**config.mk**
```make
export PLATFORM = sky130hd
export DESIGN_NAME = fifo_pattern_fill_flat
export DESIGN_NICKNAME = d
export VERILOG_FILES = /design/src/rtl/fifo_pattern_fill_pkg.sv /design/src/rtl/fifo_pattern_fill_if.sv /design/src/rtl/fifo_pattern_fill_gen.sv /design/src/rtl/fifo_pattern_fill.sv /design/src/flat_wrapper.sv
export SDC_FILE = /design/constraint.sdc
export NUM_CORES = 1
export LEC_CHECK = 0
export ABC_AREA = 1
export BUFFER_PORTS_ARGS = -buffer_cell sky130_fd_sc_hd__buf_4
export CORE_UTILIZATION = 40
export CTS_BUF_LIST = sky130_fd_sc_hd__clkbuf_4
export DETAILED_ROUTE_END_ITERATION = 12
export SLEW_MARGIN = 0
export SYNTH_ARGS = -nofsm -noshare
export SYNTH_HDL_FRONTEND = slang
export SYNTH_SLANG_ARGS = --single-unit
```
**constraint.sdc**
```tcl
create_clock -name clk -period 1.95 [get_ports clk]
set_input_delay 0.195 -clock clk [delete_from_list [all_inputs] [get_ports clk]]
set_output_delay 0.195 -clock clk [all_outputs]
set_load 0.02 [all_outputs]
```
**src/rtl/fifo_pattern_fill_pkg.sv**
```systemverilog
// fifo_fill_pkg: mode encodings, FSM states and LFSR taps for the FIFO pattern filler
package fifo_fill_pkg;
  localparam logic [1:0] MODE_INC   = 2'd0;
  localparam logic [1:0] MODE_CONST = 2'd1;
  localparam logic [1:0] MODE_LFSR  = 2'd2;
  localparam logic [1:0] MODE_WALK  = 2'd3;
  typedef enum logic [2:0] {S_IDLE, S_ARB, S_FILL, S_GAP, S_DONE} state_t;
  // maximal-length Fibonacci tap masks, bit t-1 set for tap t
  function automatic logic [31:0] lfsr_taps(input int w);
    case (w)
      4:  return 32'h0000_000C;
      5:  return 32'h0000_0014;
      6:  return 32'h0000_0030;
      7:  return 32'h0000_0060;
      8:  return 32'h0000_00B8;
      9:  return 32'h0000_0110;
      10: return 32'h0000_0240;
      11: return 32'h0000_0500;
      12: return 32'h0000_0829;
      13: return 32'h0000_100D;
      14: return 32'h0000_2015;
      15: return 32'h0000_6000;
      16: return 32'h0000_D008;
      17: return 32'h0001_2000;
      18: return 32'h0002_0400;
      19: return 32'h0004_0023;
      20: return 32'h0009_0000;
      21: return 32'h0014_0000;
      22: return 32'h0030_0000;
      23: return 32'h0042_0000;
      24: return 32'h00E1_0000;
      25: return 32'h0120_0000;
      26: return 32'h0200_0023;
      27: return 32'h0400_0013;
      28: return 32'h0900_0000;
      29: return 32'h1400_0000;
      30: return 32'h2000_0029;
      31: return 32'h4800_0000;
      32: return 32'h8020_0003;
      default: return 32'h0;
    endcase
  endfunction
endpackage

```
**src/rtl/fifo_pattern_fill_if.sv**
```systemverilog
// fifo_pattern_fill_if: control, FIFO direct-write and status signals of the pattern filler
interface fifo_pattern_fill_if #(parameter int DATA_W = 8, parameter int CNT_W = 13);
  logic              start;
  logic              abort;
  logic [1:0]        mode;
  logic [DATA_W-1:0] seed;
  logic [CNT_W-1:0]  num_words;
  logic              buf_full;
  logic              direct_fifo;
  logic [DATA_W-1:0] direct_buf_in;
  logic              direct_wr_en_buf;
  logic              busy;
  logic              done;
  logic [CNT_W-1:0]  words_written;
  modport master (
    input  start, abort, mode, seed, num_words, buf_full,
    output direct_fifo, direct_buf_in, direct_wr_en_buf, busy, done, words_written
  );
  modport slave (
    output start, abort, mode, seed, num_words, buf_full,
    input  direct_fifo, direct_buf_in, direct_wr_en_buf, busy, done, words_written
  );
endinterface

```
**src/rtl/fifo_pattern_fill_gen.sv**
```systemverilog
// fill_pattern_gen: holds the current fill word and steps it per accepted write
module fill_pattern_gen
  import fifo_fill_pkg::*;
#(
  parameter int DATA_W = 8
) (
  input  logic              clk,
  input  logic              rst,
  input  logic              load,
  input  logic              advance,
  input  logic [1:0]        mode,
  input  logic [DATA_W-1:0] seed,
  output logic [DATA_W-1:0] word
);
  localparam logic [DATA_W-1:0] TAPS = DATA_W'(lfsr_taps(DATA_W));
  logic [1:0]        mode_q;
  logic [DATA_W-1:0] init, nxt;
  // an all-zero LFSR would lock up, so a zero seed starts from all-ones
  always_comb begin
    init = mode == MODE_WALK ? DATA_W'(1) : (mode == MODE_LFSR && seed == '0) ? '1 : seed;
    nxt  = mode_q == MODE_CONST ? word :
           mode_q == MODE_INC   ? word + 1'b1 :
           mode_q == MODE_LFSR  ? {word[DATA_W-2:0], ^(word & TAPS)} :
                                  {word[DATA_W-2:0], word[DATA_W-1]};
  end
  always_ff @(posedge clk or posedge rst)
    if (rst) begin
      word   <= '0;
      mode_q <= MODE_INC;
    end else if (load) begin
      word   <= init;
      mode_q <= mode;
    end else if (advance) begin
      word   <= nxt;
    end
endmodule

```
**src/rtl/fifo_pattern_fill.sv**
```systemverilog
// fifo_pattern_fill: takes over the FIFO direct write port and fills it with a chosen pattern
module fifo_pattern_fill
  import fifo_fill_pkg::*;
#(
  parameter int DATA_W    = 8,
  parameter int MAX_COUNT = 5000,
  parameter int CNT_W     = $clog2(MAX_COUNT + 1),
  parameter int GAP       = 0
) (
  input logic                 clk,
  input logic                 rst,
  fifo_pattern_fill_if.master bus
);
  state_t            state, nxt_state;
  logic [CNT_W-1:0]  count_q, ww, clamp;
  logic [7:0]        gap_cnt;
  logic              busy_q, fifo_q, done_q, wr, last, start_ok;
  logic [DATA_W-1:0] word;
  // strobe is the registered FILL intent qualified by this cycle's full and abort
  assign wr       = state == S_FILL && !bus.buf_full && !bus.abort;
  assign last     = ww + 1'b1 == count_q;
  assign start_ok = state == S_IDLE && bus.start;
  assign clamp    = bus.num_words > CNT_W'(MAX_COUNT) ? CNT_W'(MAX_COUNT) : bus.num_words;
  always_comb begin
    nxt_state = state;
    case (state)
      S_IDLE:  nxt_state = bus.start ? S_ARB : S_IDLE;
      S_ARB:   nxt_state = (bus.abort || count_q == '0) ? S_DONE : S_FILL;
      S_FILL:  nxt_state = bus.abort ? S_DONE : !wr ? S_FILL : last ? S_DONE : GAP > 0 ? S_GAP : S_FILL;
      S_GAP:   nxt_state = bus.abort ? S_DONE : gap_cnt == 8'd0 ? S_FILL : S_GAP;
      S_DONE:  nxt_state = S_IDLE;
      default: nxt_state = S_IDLE;
    endcase
  end
  always_ff @(posedge clk or posedge rst)
    if (rst) begin
      state   <= S_IDLE;
      count_q <= '0;
      ww      <= '0;
      gap_cnt <= '0;
      busy_q  <= 1'b0;
      fifo_q  <= 1'b0;
      done_q  <= 1'b0;
    end else begin
      state   <= nxt_state;
      busy_q  <= nxt_state != S_IDLE;
      fifo_q  <= nxt_state inside {S_ARB, S_FILL, S_GAP};
      done_q  <= nxt_state == S_DONE;
      gap_cnt <= state == S_GAP ? gap_cnt - 8'd1 : 8'(GAP - 1);
      if (start_ok) begin
        count_q <= clamp;
        ww      <= '0;
      end else if (wr) begin
        ww      <= ww + 1'b1;
      end
    end
  fill_pattern_gen #(.DATA_W(DATA_W)) u_gen (
    .clk     (clk),
    .rst     (rst),
    .load    (start_ok),
    .advance (wr),
    .mode    (bus.mode),
    .seed    (bus.seed),
    .word    (word)
  );
  assign bus.direct_fifo      = fifo_q;
  assign bus.direct_buf_in    = word;
  assign bus.direct_wr_en_buf = wr;
  assign bus.busy             = busy_q;
  assign bus.done             = done_q;
  assign bus.words_written    = ww;
endmodule

```
**src/flat_wrapper.sv**
```systemverilog
// flat-port wrapper written by rule: the top's interface ports become plain ports
module fifo_pattern_fill_flat import fifo_fill_pkg::*;
#(
  parameter int DATA_W    = 8,
  parameter int MAX_COUNT = 5000,
  parameter int CNT_W     = $clog2(MAX_COUNT + 1),
  parameter int GAP       = 0
)
  (clk, rst, bus_start, bus_abort, bus_mode, bus_seed, bus_num_words, bus_buf_full, bus_direct_fifo, bus_direct_buf_in, bus_direct_wr_en_buf, bus_busy, bus_done, bus_words_written);
  fifo_pattern_fill_if #(.DATA_W(DATA_W), .CNT_W(CNT_W)) bus_i ();
  input logic clk;
  input logic rst;
  input wire logic [$bits(bus_i.start)-1:0] bus_start;
  input wire logic [$bits(bus_i.abort)-1:0] bus_abort;
  input wire logic [$bits(bus_i.mode)-1:0] bus_mode;
  input wire logic [$bits(bus_i.seed)-1:0] bus_seed;
  input wire logic [$bits(bus_i.num_words)-1:0] bus_num_words;
  input wire logic [$bits(bus_i.buf_full)-1:0] bus_buf_full;
  output wire logic [$bits(bus_i.direct_fifo)-1:0] bus_direct_fifo;
  output wire logic [$bits(bus_i.direct_buf_in)-1:0] bus_direct_buf_in;
  output wire logic [$bits(bus_i.direct_wr_en_buf)-1:0] bus_direct_wr_en_buf;
  output wire logic [$bits(bus_i.busy)-1:0] bus_busy;
  output wire logic [$bits(bus_i.done)-1:0] bus_done;
  output wire logic [$bits(bus_i.words_written)-1:0] bus_words_written;
  assign bus_i.start = bus_start;
  assign bus_i.abort = bus_abort;
  assign bus_i.mode = bus_mode;
  assign bus_i.seed = bus_seed;
  assign bus_i.num_words = bus_num_words;
  assign bus_i.buf_full = bus_buf_full;
  assign bus_direct_fifo = bus_i.direct_fifo;
  assign bus_direct_buf_in = bus_i.direct_buf_in;
  assign bus_direct_wr_en_buf = bus_i.direct_wr_en_buf;
  assign bus_busy = bus_i.busy;
  assign bus_done = bus_i.done;
  assign bus_words_written = bus_i.words_written;
  fifo_pattern_fill #(.DATA_W(DATA_W), .MAX_COUNT(MAX_COUNT), .CNT_W(CNT_W), .GAP(GAP)) u_core (.clk(clk), .rst(rst), .bus(bus_i));
endmodule
```
== After elaboration in Yosys (flattened, before gate mapping) ==
Index checks and enable logic that the tools add are counted.
Storage, ports and cells
  logic and storage cells: 62
  register bits: 50
  input bits: 28
Operators by class
  muxes and demuxes: 19
  $add $sub $neg: 3
  reduce and logical (&&, ||, !) cells: 17
  equality and inequality tests: 13
  $lt $le $gt $ge: 1
Operators with widths (count)
  $mux 8: 7
  $mux 13: 3
  $logic_not 8->1: 2
  $mux 3: 5
  $add 13x1->13 const B: 1
  $eq 13x13->1: 1
  $gt 13x13->1 const B: 1
  $logic_not 13->1: 1
  $eq 3x2->1 const B: 4
  $pmux 3 s4: 1
  $add 8x1->8 const B: 1
  $reduce_xor 8->1: 1
  $sub 8x1->8 const B: 1
  $eq 2x2->1 const B: 3
  $eq 3x1->1 const B: 2
  $reduce_bool 3->1: 2
  $logic_and 1x1->1: 4
  $eq 3x3->1 const B: 1
  $logic_not 3->1: 1
  $mux 1: 3
  $eq 2x1->1 const B: 1
  $logic_not 1->1: 2
  $logic_not 2->1: 1
  $ne 2x1->1 const B: 1
  3 further kinds: 3

== Logic depth before layout (Yosys ltp) ==
Gate-level depths: netlist of run 1.
  word-level depth: 8
  gate-level depth with buffers: 16

== Modules after synthesis ==
Synthesis of run 1 repeated with hierarchy kept, for this count alone.
Unflattened totals
  cells, all modules: 462
  area total of the unflattened synthesis: 3140.5 µm²
Modules (own cells, without submodules)
  fifo_pattern_fill: times used 1, cells an instance 315, seq. area each 1001.0 µm², area each 2262.2 µm²
  fill_pattern_gen: times used 1, cells an instance 147, seq. area each 250.2 µm², area each 878.3 µm²

== Worst setup path before layout of run 1 ==
OpenSTA, ideal clock, no wires.
  path type: register -> register
  start: reg u_core.ww[1], in the netlist u_core.bus.words_written[1]
  end: reg u_core.busy_q, in the netlist u_core.bus.busy
  path slack: 0.001 ns
  cell stages (with the launch flop): 15
  library setup time: 0.121 ns
  required time: 1.829 ns
  path buffers: 0
  arrival: 1.828 ns
  path through: dfrtp_1 -> ha_1 -> nand2_4 -> nor2_4 -> nand2_1 -> xor2_1 -> inv_1 -> nand2_1 -> nand3_2 -> nor2_2 -> nand2_2 -> nand3_2 -> nand2_4 -> nor2_4 -> nand2_1
On the way
  cells in the longest elaborated chain, start to end: 7
RTL lines
  start: declaration: line fifo_pattern_fill.sv:15  | logic [CNT_W-1:0] count_q, ww, clamp;
  start signal: assignment: line fifo_pattern_fill.sv:54  | ww <= ww + 1'b1;
  $add 13x1->13: line fifo_pattern_fill.sv:21  | assign last = ww + 1'b1 == count_q;
  $eq 13x13->1: line fifo_pattern_fill.sv:21
  $mux 3 (3 in a row): line fifo_pattern_fill.sv:29  | S_FILL: nxt_state = bus.abort ? S_DONE : !wr ? S_FILL : last ? S_DONE : GAP > 0 ? S_GAP : S_FILL;
  $pmux 3 s4: line fifo_pattern_fill.sv:26  | case (state)
  via u_core.nxt_state[1]: line fifo_pattern_fill.sv:14  | state_t state, nxt_state;
  $reduce_bool 3->1: line fifo_pattern_fill.sv:46  | busy_q <= nxt_state != S_IDLE;
  end signal: assignment: line fifo_pattern_fill.sv:41  | busy_q <= 1'b0;
  end signal: assignment: line fifo_pattern_fill.sv:46
  end: declaration: line fifo_pattern_fill.sv:17  | logic busy_q, fifo_q, done_q, wr, last, start_ok;
The timed path passes the listed nets, and every way through them passes these cells.
A chain may end at the register's enable or synchronous reset.

== Worst setup path after layout of run 1 ==
Same ends and word-level chain as after synthesis.

==> impl_results.md, run 1 <==
- Vias per inst: between 4 and 5
- Routed len/inst: 13.07 um
- CP Capture Type: flip-flop
- VDD IR max: 559.0 uV
- # IOs: 53
- Syn Nets: 446
- Via count: 2847
- Status: completed
- Fraction of layout cells with a size suffix above 1: between 20% and 30%
- Worst-margin pin slew: 0.4749 ns
- Setup crit start kind: flip-flop
- Die width: 89.28 um
- Final setup viols: 0
- Top-count cell post-synth: nand2_1
- DP Area: 3612 um2
- Worst-path clk slew: 0.15 ns
- Drt drc: 0
- Chip height: 89.28 um
- Register area share after synthesis: 41.07%
- Num CTS Buffers: 5
- Total power after layout: just over 4 mW
- Synth top area share: 41.07%
- PortBufs: 52
- CTS tree: yes
- Top post-synthesis cells by count: nand2_1, inv_1, dfrtp_1
- FF+latch count, synth: 50
- # fillers: roughly 740
- Number of max-cap violations: 0
- Max Slew Vio Count: 0
- Number of synthesized flops with an enable pin: 0
- Clk sinks: 50
- Yosys cell types: 33
- Leak pwr: 1.805 nW
- Area leader, netlist: dfrtp_1
- Min-Delay Path Class: primary input to flip-flop
- Gr ovfl total: 0
- Antenna viol nets, final: 0
- Root buffer cell: clkbuf_4
- Largest net degree at the start of global routing: 31
- Initial antenna violation count: 0
- Largest cells by area after synthesis: dfrtp_1, nand2_1, inv_1
- Setup TNS: 0 ns
- Post-layout minimum cycle time: 1.870 ns
- Final GP Congestion: 0.8903
- Wire length after detailed routing: 7569 um
- Arrival time worst endpoint: 2.15 ns
- Starting Density: between 40% and 50%
- Vias in the first global route: 2565
- Die Area: 7970 um2
- FFs w/ async S/R, synth: 100.0%
- Synth warn: 0
- Final Hold Viols: 0
- DRT Pass-1 Iters: 4
- Clk_lat worst skew: 0.37 ns
- Slew Limit Headroom: 68.29%
- Cells after synthesis: approximately 410
- Crit path required time: 2.23 ns
- Rows: 31
- Pwr Density: 1090 nW/um2
- Global-route wire length before repair: 12120 um
- Clock Skew: ~0.019 ns
- Total GRT Usage: 20.07%
- Worst Path Max Fanout: 5
- Max clock buf depth: 2
- Crit share post-route: approximately 96%
- Crit path kind: flip-flop to flip-flop
- 1st-iter DRT viols: 156
- Area delta synth->final: 23.24%
- Synth Cell Area: 3047 um2
- Max Fclk: 0.5348 GHz
- RSZ-0062 raised after global routing: true
- Main synth FF type: dfrtp_1
- CTS HTree Levels: 2
- Mapped Avg Cell Area: 7.377 um2
- R2R depth: 14
- Ant. Diodes: 0
- Placeable Area: 7292 um2
- Final #Nets: 512
- Post-DP HPWL: 5781 um
- Hold path depth: 3
- Final Cell Area: roughly 3800 um2
worst paths after layout:
path | startpoint | end | slack, ns
worst max register to register | u_core.bus.words_written[1] | u_core.bus.busy | 0.08
worst min register to register | u_core.gap_cnt[0] | u_core.gap_cnt[0] | 0.45
worst max-delay path | u_core.bus.words_written[1] | u_core.bus.busy | 0.08
min in group asynchronous | rst | u_core.bus.done | 0.38
max in group asynchronous | rst | u_core.u_gen.word[2] | 1.03
worst min-delay path | bus_num_words[2] | u_core.count_q[2] | 0.06
area by class of cell:
class,count,area (um2),area share (%)
Multi-Input combinational cell,292,1562,41.59
Sequential cell,50,1254,33.39
Timing Repair Buffer,66,514.2,13.70
Inverter,64,242.7,6.465
Tap cell,99,123.9,3.299
Clock buffer,6,45.04,1.200
Clock inverter,2,13.76,0.3665
per-layer routing:
| layer | part of all wire (%) | up-vias | GRT usage, % |
|---|---|---|---|
| li1 | - | 1493 | - |
| met1 | 47 | 1281 | 26.88 |
| met2 | 49 | 64 | 33.38 |
| met3 | 3.1 | 9 | 3.047 |
| met4 | 1.2 | 0 | 6.494 |
| met5 | 0 | - | 0 |
placed cells by master, fill, tap and decap left out, types with 2 or more instances in the layout:
| cell type | instances |
|---|---|
| nand2_1 | 89 |
| a21oi_1 | 10 |
| a31oi_1 | 6 |
| xor2_1 | 4 |
| inv_1 | 58 |
| dfrtp_2 | 2 |
| nand2_2 | 2 |
| nor2_2 | 3 |
| nand3b_1 | 3 |
| nor3_1 | 2 |
| nor4_1 | 2 |
| nor2_1 | 37 |
| o31ai_1 | 3 |
| buf_4 | 63 |
| ha_1 | 4 |
| o311ai_0 | 2 |
| a21oi_2 | 2 |
| nand2_4 | 3 |
| o22ai_1 | 9 |
| o21ai_0 | 43 |
| nor2_4 | 7 |
| dfrtp_1 | 48 |
| nand3_1 | 40 |
| clkbuf_4 | 6 |
| nand3_2 | 5 |
| nand4_1 | 8 |
| inv_2 | 5 |
sequential cells by signal, summed over array words and instances, names as in the netlist:
signal and cells:
u_core.bus.words_written 13, u_core.count_q 13, u_core.gap_cnt 8, u_core.u_gen.word 8, u_core.state 3, u_core.u_gen.mode_q 2
u_core.bus.busy 1, u_core.bus.direct_fifo 1, u_core.bus.done 1
logic make-up (layout without fill, tap and decap cells):
group	count (synthesis)	count (layout)	share of synthesized area, %
buffers and inverters	72	138	9.322
flip-flops	50	50	41.07
XOR/XNOR	4	4	1.150
AND/OR/NAND/NOR	205	206	32.28
adder cells (fa/ha/maj)	5	5	2.053
AO/OA/AOI/OAI	77	77	14.13
where the power goes:
part	internal [mW]	total (mW)	switching, mW
clock	0.156	0.489	0.332
combinational	0.759	1.99	1.23
sequential	1.33	1.61	0.276
critical path: stages, from the launching register on:
cell and delay, ns:
dfrtp_1 0.44, buf_6 0.15, nand2_8 0.07, nor2_4 0.18, nand3_1 0.12, nand3_1 0.10, nand2_1 0.06, a21oi_2 0.10
nand2_1 0.10, nor2_4 0.10, nand2_2 0.08, nand3_2 0.08, nand2_4 0.06, nor2_4 0.08, nand2_1 0.05
timing repair:
action / CTS / global route
hold buffers: 1 / 0
setup buffers: 0 / 2
gates resized for setup: 0 / 12
endpoints found under the setup margin: 0 / 6
endpoints found under the hold margin: 20 / 0
per-stage QoR:
stage               utilization (%)  hold slack [ns]  setup slack (ns)  std cells
finish                        51.49          0.06187           0.08013        579
detailed placement            49.54           0.2480           0.08081        567
CTS                           50.48          0.04156           0.05036        576
floorplan                         -           0.3419          0.001225        413
global placement              49.54           0.2513            0.1443        567
global route                  51.49          0.05231          -0.09984        579
No activity file was read; power rests on OpenSTA's default activity.
==> run 2: changes to the inputs <==
- ABC_AREA: 1 -> default
- CTS_BUF_LIST: sky130_fd_sc_hd__clkbuf_4 -> sky130_fd_sc_hd__clkbuf_2
- RECOVER_POWER: default -> 25
==> impl_results.md, run 2 <==
- Cells after synthesis: 334 (was 413)
- Final Hold Viols: 0 (unchanged)
- Register area share after synthesis: 42.02% (was 41.07%)
- DRT Pass-1 Iters: 4 (unchanged)
- Mapped Avg Cell Area: 8.916 um2 (was 7.377 um2)
- Crit share post-route: 95.95% (was 95.89%)
- Chip height: 88.28 um (was 89.28 um)
- Sw frac: 41.87% (was 45.04%)
- Top post-synthesis cells by count: dfrtp_1, nand2_1, o21ai_0 (was nand2_1, inv_1, dfrtp_1)
- Hold WS: 0.1165 ns (was 0.06187 ns)
- Gr ovfl total: 0 (unchanged)
- Vias in the first global route: 2455 (was 2565)
- Max Slew Vio Count: 0 (unchanged)
- Initial antenna violation count: 0 (unchanged)
- Sequential cell area: 1256 um2 (was 1254 um2)
- Routed len/inst: 14.31 um (was 13.07 um)
- Pint: 2.294 mW (was 2.248 mW)
- Final #Nets: 459 (was 512)
- Slew Limit Headroom: 45.21% (was 68.29%)
- CTS tree: yes (unchanged)
- Leak pwr: 1.717 nW (was 1.805 nW)
- Number of max-cap violations: 0 (unchanged)
- PnR worst setup slack: 0.07892 ns (was 0.08013 ns)
- CTS HTree Levels: 2 (unchanged)
- Drt drc: 0 (unchanged)
- FFs w/ async S/R, synth: 100.0% (unchanged)
- Ant. Diodes: 0 (unchanged)
- Die width: 88.28 um (was 89.28 um)
- 1st-iter DRT viols: 153 (was 156)
- Top-count cell post-synth: dfrtp_1 (was nand2_1)
- Most frequent cells in the layout: buf_4, nand2_1, dfrtp_1 (was nand2_1, buf_4, inv_1)
- Worst-margin pin slew: 0.8209 ns (was 0.4749 ns)
- Synth warn: 0 (unchanged)
- NetSw: 1.652 mW (was 1.843 mW)
- Final GP Congestion: 0.8342 (was 0.8903)
- Max clock buf depth: 2 (unchanged)
- RSZ-0062 raised after global routing: false (was true)
- Area leader, netlist: dfrtp_1 (unchanged)
- Num CTS Buffers: 5 (unchanged)
- Root buffer cell: clkbuf_2 (was clkbuf_4)
- Flop pwr share: 41.7% (was 39.3%)
- Clock Power Share: 11.9% (about the same)
- Total GRT Usage: 19.85% (was 20.07%)
- # IOs: 53 (unchanged)
- Area delta synth->final: 31.55% (was 23.24%)
- Largest cells by area after synthesis: dfrtp_1, o21ai_0, xnor2_1 (was dfrtp_1, nand2_1, inv_1)
- Worst Path Max Fanout: 5 (unchanged)
- Syn Nets: 367 (was 446)
- Launch point of the worst hold path: bus_seed[5] (was bus_num_words[2])
- Post-placement setup slack: 0.03159 ns (was 0.08081 ns)
- Synth Cell Area: 2978 um2 (was 3047 um2)
- Arrival time worst endpoint: 2.26 ns (was 2.15 ns)
- Fraction of layout cells with a size suffix above 1: 26.23% (was 22.50%)
- Crit path required time: 2.34 ns (was 2.23 ns)
- Worst-path clk slew: 0.28 ns (was 0.15 ns)
- Post-DP HPWL: 5446 um (was 5781 um)
- Clock Skew: 0.01361 ns (was 0.01908 ns)
- Number of synthesized flops with an enable pin: 0 (unchanged)
- Clk sinks: 50 (unchanged)
- Wire length after detailed routing: 7528 um (was 7569 um)
- Min-Delay Path Class: primary input to flip-flop (unchanged)
- Setup crit start kind: flip-flop (unchanged)
- Final setup viols: 0 (unchanged)
- Largest net degree at the start of global routing: 31 (unchanged)
- Rows: 31 (unchanged)
- PortBufs: 52 (unchanged)
- Vias per inst: 5.312 (was 4.917)
- Max Fclk: 0.5345 GHz (was 0.5348 GHz)
- Commonest non-fill, non-tap cell in the layout: buf_4 (was nand2_1)
- Placeable Area: 7214 um2 (was 7292 um2)
- R2R Path Start: u_core.bus.words_written[3] (was u_core.bus.words_written[1])
- Antenna viol nets, final: 0 (unchanged)
- Main synth FF type: dfrtp_1 (unchanged)
- Global-route wire length before repair: 11990 um (was 12120 um)
- Setup TNS: 0 ns (unchanged)
- Pwr Density: 1007 nW/um2 (was 1090 nW/um2)
- Yosys cell types: 49 (was 33)
- Power share of the combinational group: 46.4% (was 48.7%)
- Starting Density: 41.28% (was 41.78%)
- Status: completed (unchanged)
- Via count: 2794 (was 2847)
- CP Capture Type: flip-flop (unchanged)
- Post-layout minimum cycle time: 1.871 ns (was 1.870 ns)
- Area of the multi-input gates: 1654 um2 (was 1562 um2)
- Setup crit start: u_core.bus.words_written[3] (was u_core.bus.words_written[1])
- VDD IR max: 510.5 uV (was 559.0 uV)
- FF+latch count, synth: 50 (unchanged)
- Die Area: 7793 um2 (was 7970 um2)
- Crit path kind: flip-flop to flip-flop (unchanged)
- Clk_lat worst skew: 0.45 ns (was 0.37 ns)
- # fillers: 702 (was 744)
- Synth top area share: 42.02% (was 41.07%)
## run 2: kinds of logic after synthesis
group | Yosys count | share of synthesized area, %
AND/OR/NAND/NOR | 133 | 24.29
AO/OA/AOI/OAI | 88 | 17.94
flip-flops | 50 | 42.02
XOR/XNOR | 26 | 7.647
buffers and inverters | 25 | 3.446
multiplexers | 7 | 2.563
adder cells (fa/ha/maj) | 5 | 2.101
## run 2: power by group through the flow
stage	clock network, mW	registers [mW]	logic [mW]
5_1_grt	0.514	1.69	2.04
4_1_cts	0.482	1.64	1.83
3_5_place_dp	0	1.66	1.79
3_3_place_gp	0	1.66	1.77
6_report	0.469	1.65	1.83
2_1_floorplan	0	1.71	1.11
## run 2: repair_timing
action / in CTS / in global routing
endpoints found under the hold margin: 36 / 0
setup endpoints to repair: 0 / 9
buffers inserted: 0 / 5
gates resized for setup: 0 / 9
hold buffers: 17 / 0
## run 2: final cells by class
| cell class | count | share of cell area, % |
|---|---|---|
| Sequential cell | 50 | 32.07 |
| Inverter | 13 | 1.246 |
| Clock buffer | 6 | 0.7665 |
| Tap cell | 99 | 3.162 |
| Multi-Input combinational cell | 259 | 42.22 |
| Clock inverter | 2 | 0.4471 |
| Timing Repair Buffer | 97 | 20.09 |
## run 2: path summary, 6_finish.rpt
check,to,slack (ns),depth (start not counted)
worst min register to register,u_core.gap_cnt[0],0.55,1
min in group asynchronous,u_core.gap_cnt[1],0.41,3
worst min-delay path,u_core.u_gen.word[5],0.12,4
worst max register to register,u_core.bus.direct_fifo,0.08,7
max in group asynchronous,u_core.bus.words_written[2],0.88,4
worst max-delay path,u_core.bus.direct_fifo,0.08,7
## run 2: layer usage
metal	vias to the layer above	share of wire, %	global-route usage [%]
met5	-	0	0
met4	0	0.37	3.519
met3	3	3.3	3.078
met2	56	47	31.89
met1	1351	50	28.66
li1	1384	-	-
## run 2: worst max-delay path, stage by stage (launching register included)
cell     delay (ns)
dfrtp_2        0.49
buf_4          0.16
xnor2_1        0.18
xnor2_1        0.13
nand4_1        0.17
nor4_2         0.34
nand4_1        0.19
o21a_1         0.15
## run 2: metrics by stage
step           area, um2  std cells  total power, mW  util [%]
2_1_floorplan       2983        334            2.818         -
3_3_place_gp        3628        496            3.423     50.29
3_5_place_dp        3628        496            3.457     50.29
4_1_cts             3846        521            3.947     53.31
5_1_grt             3918        526            4.249     54.30
6_report            3918        526            3.946     54.30
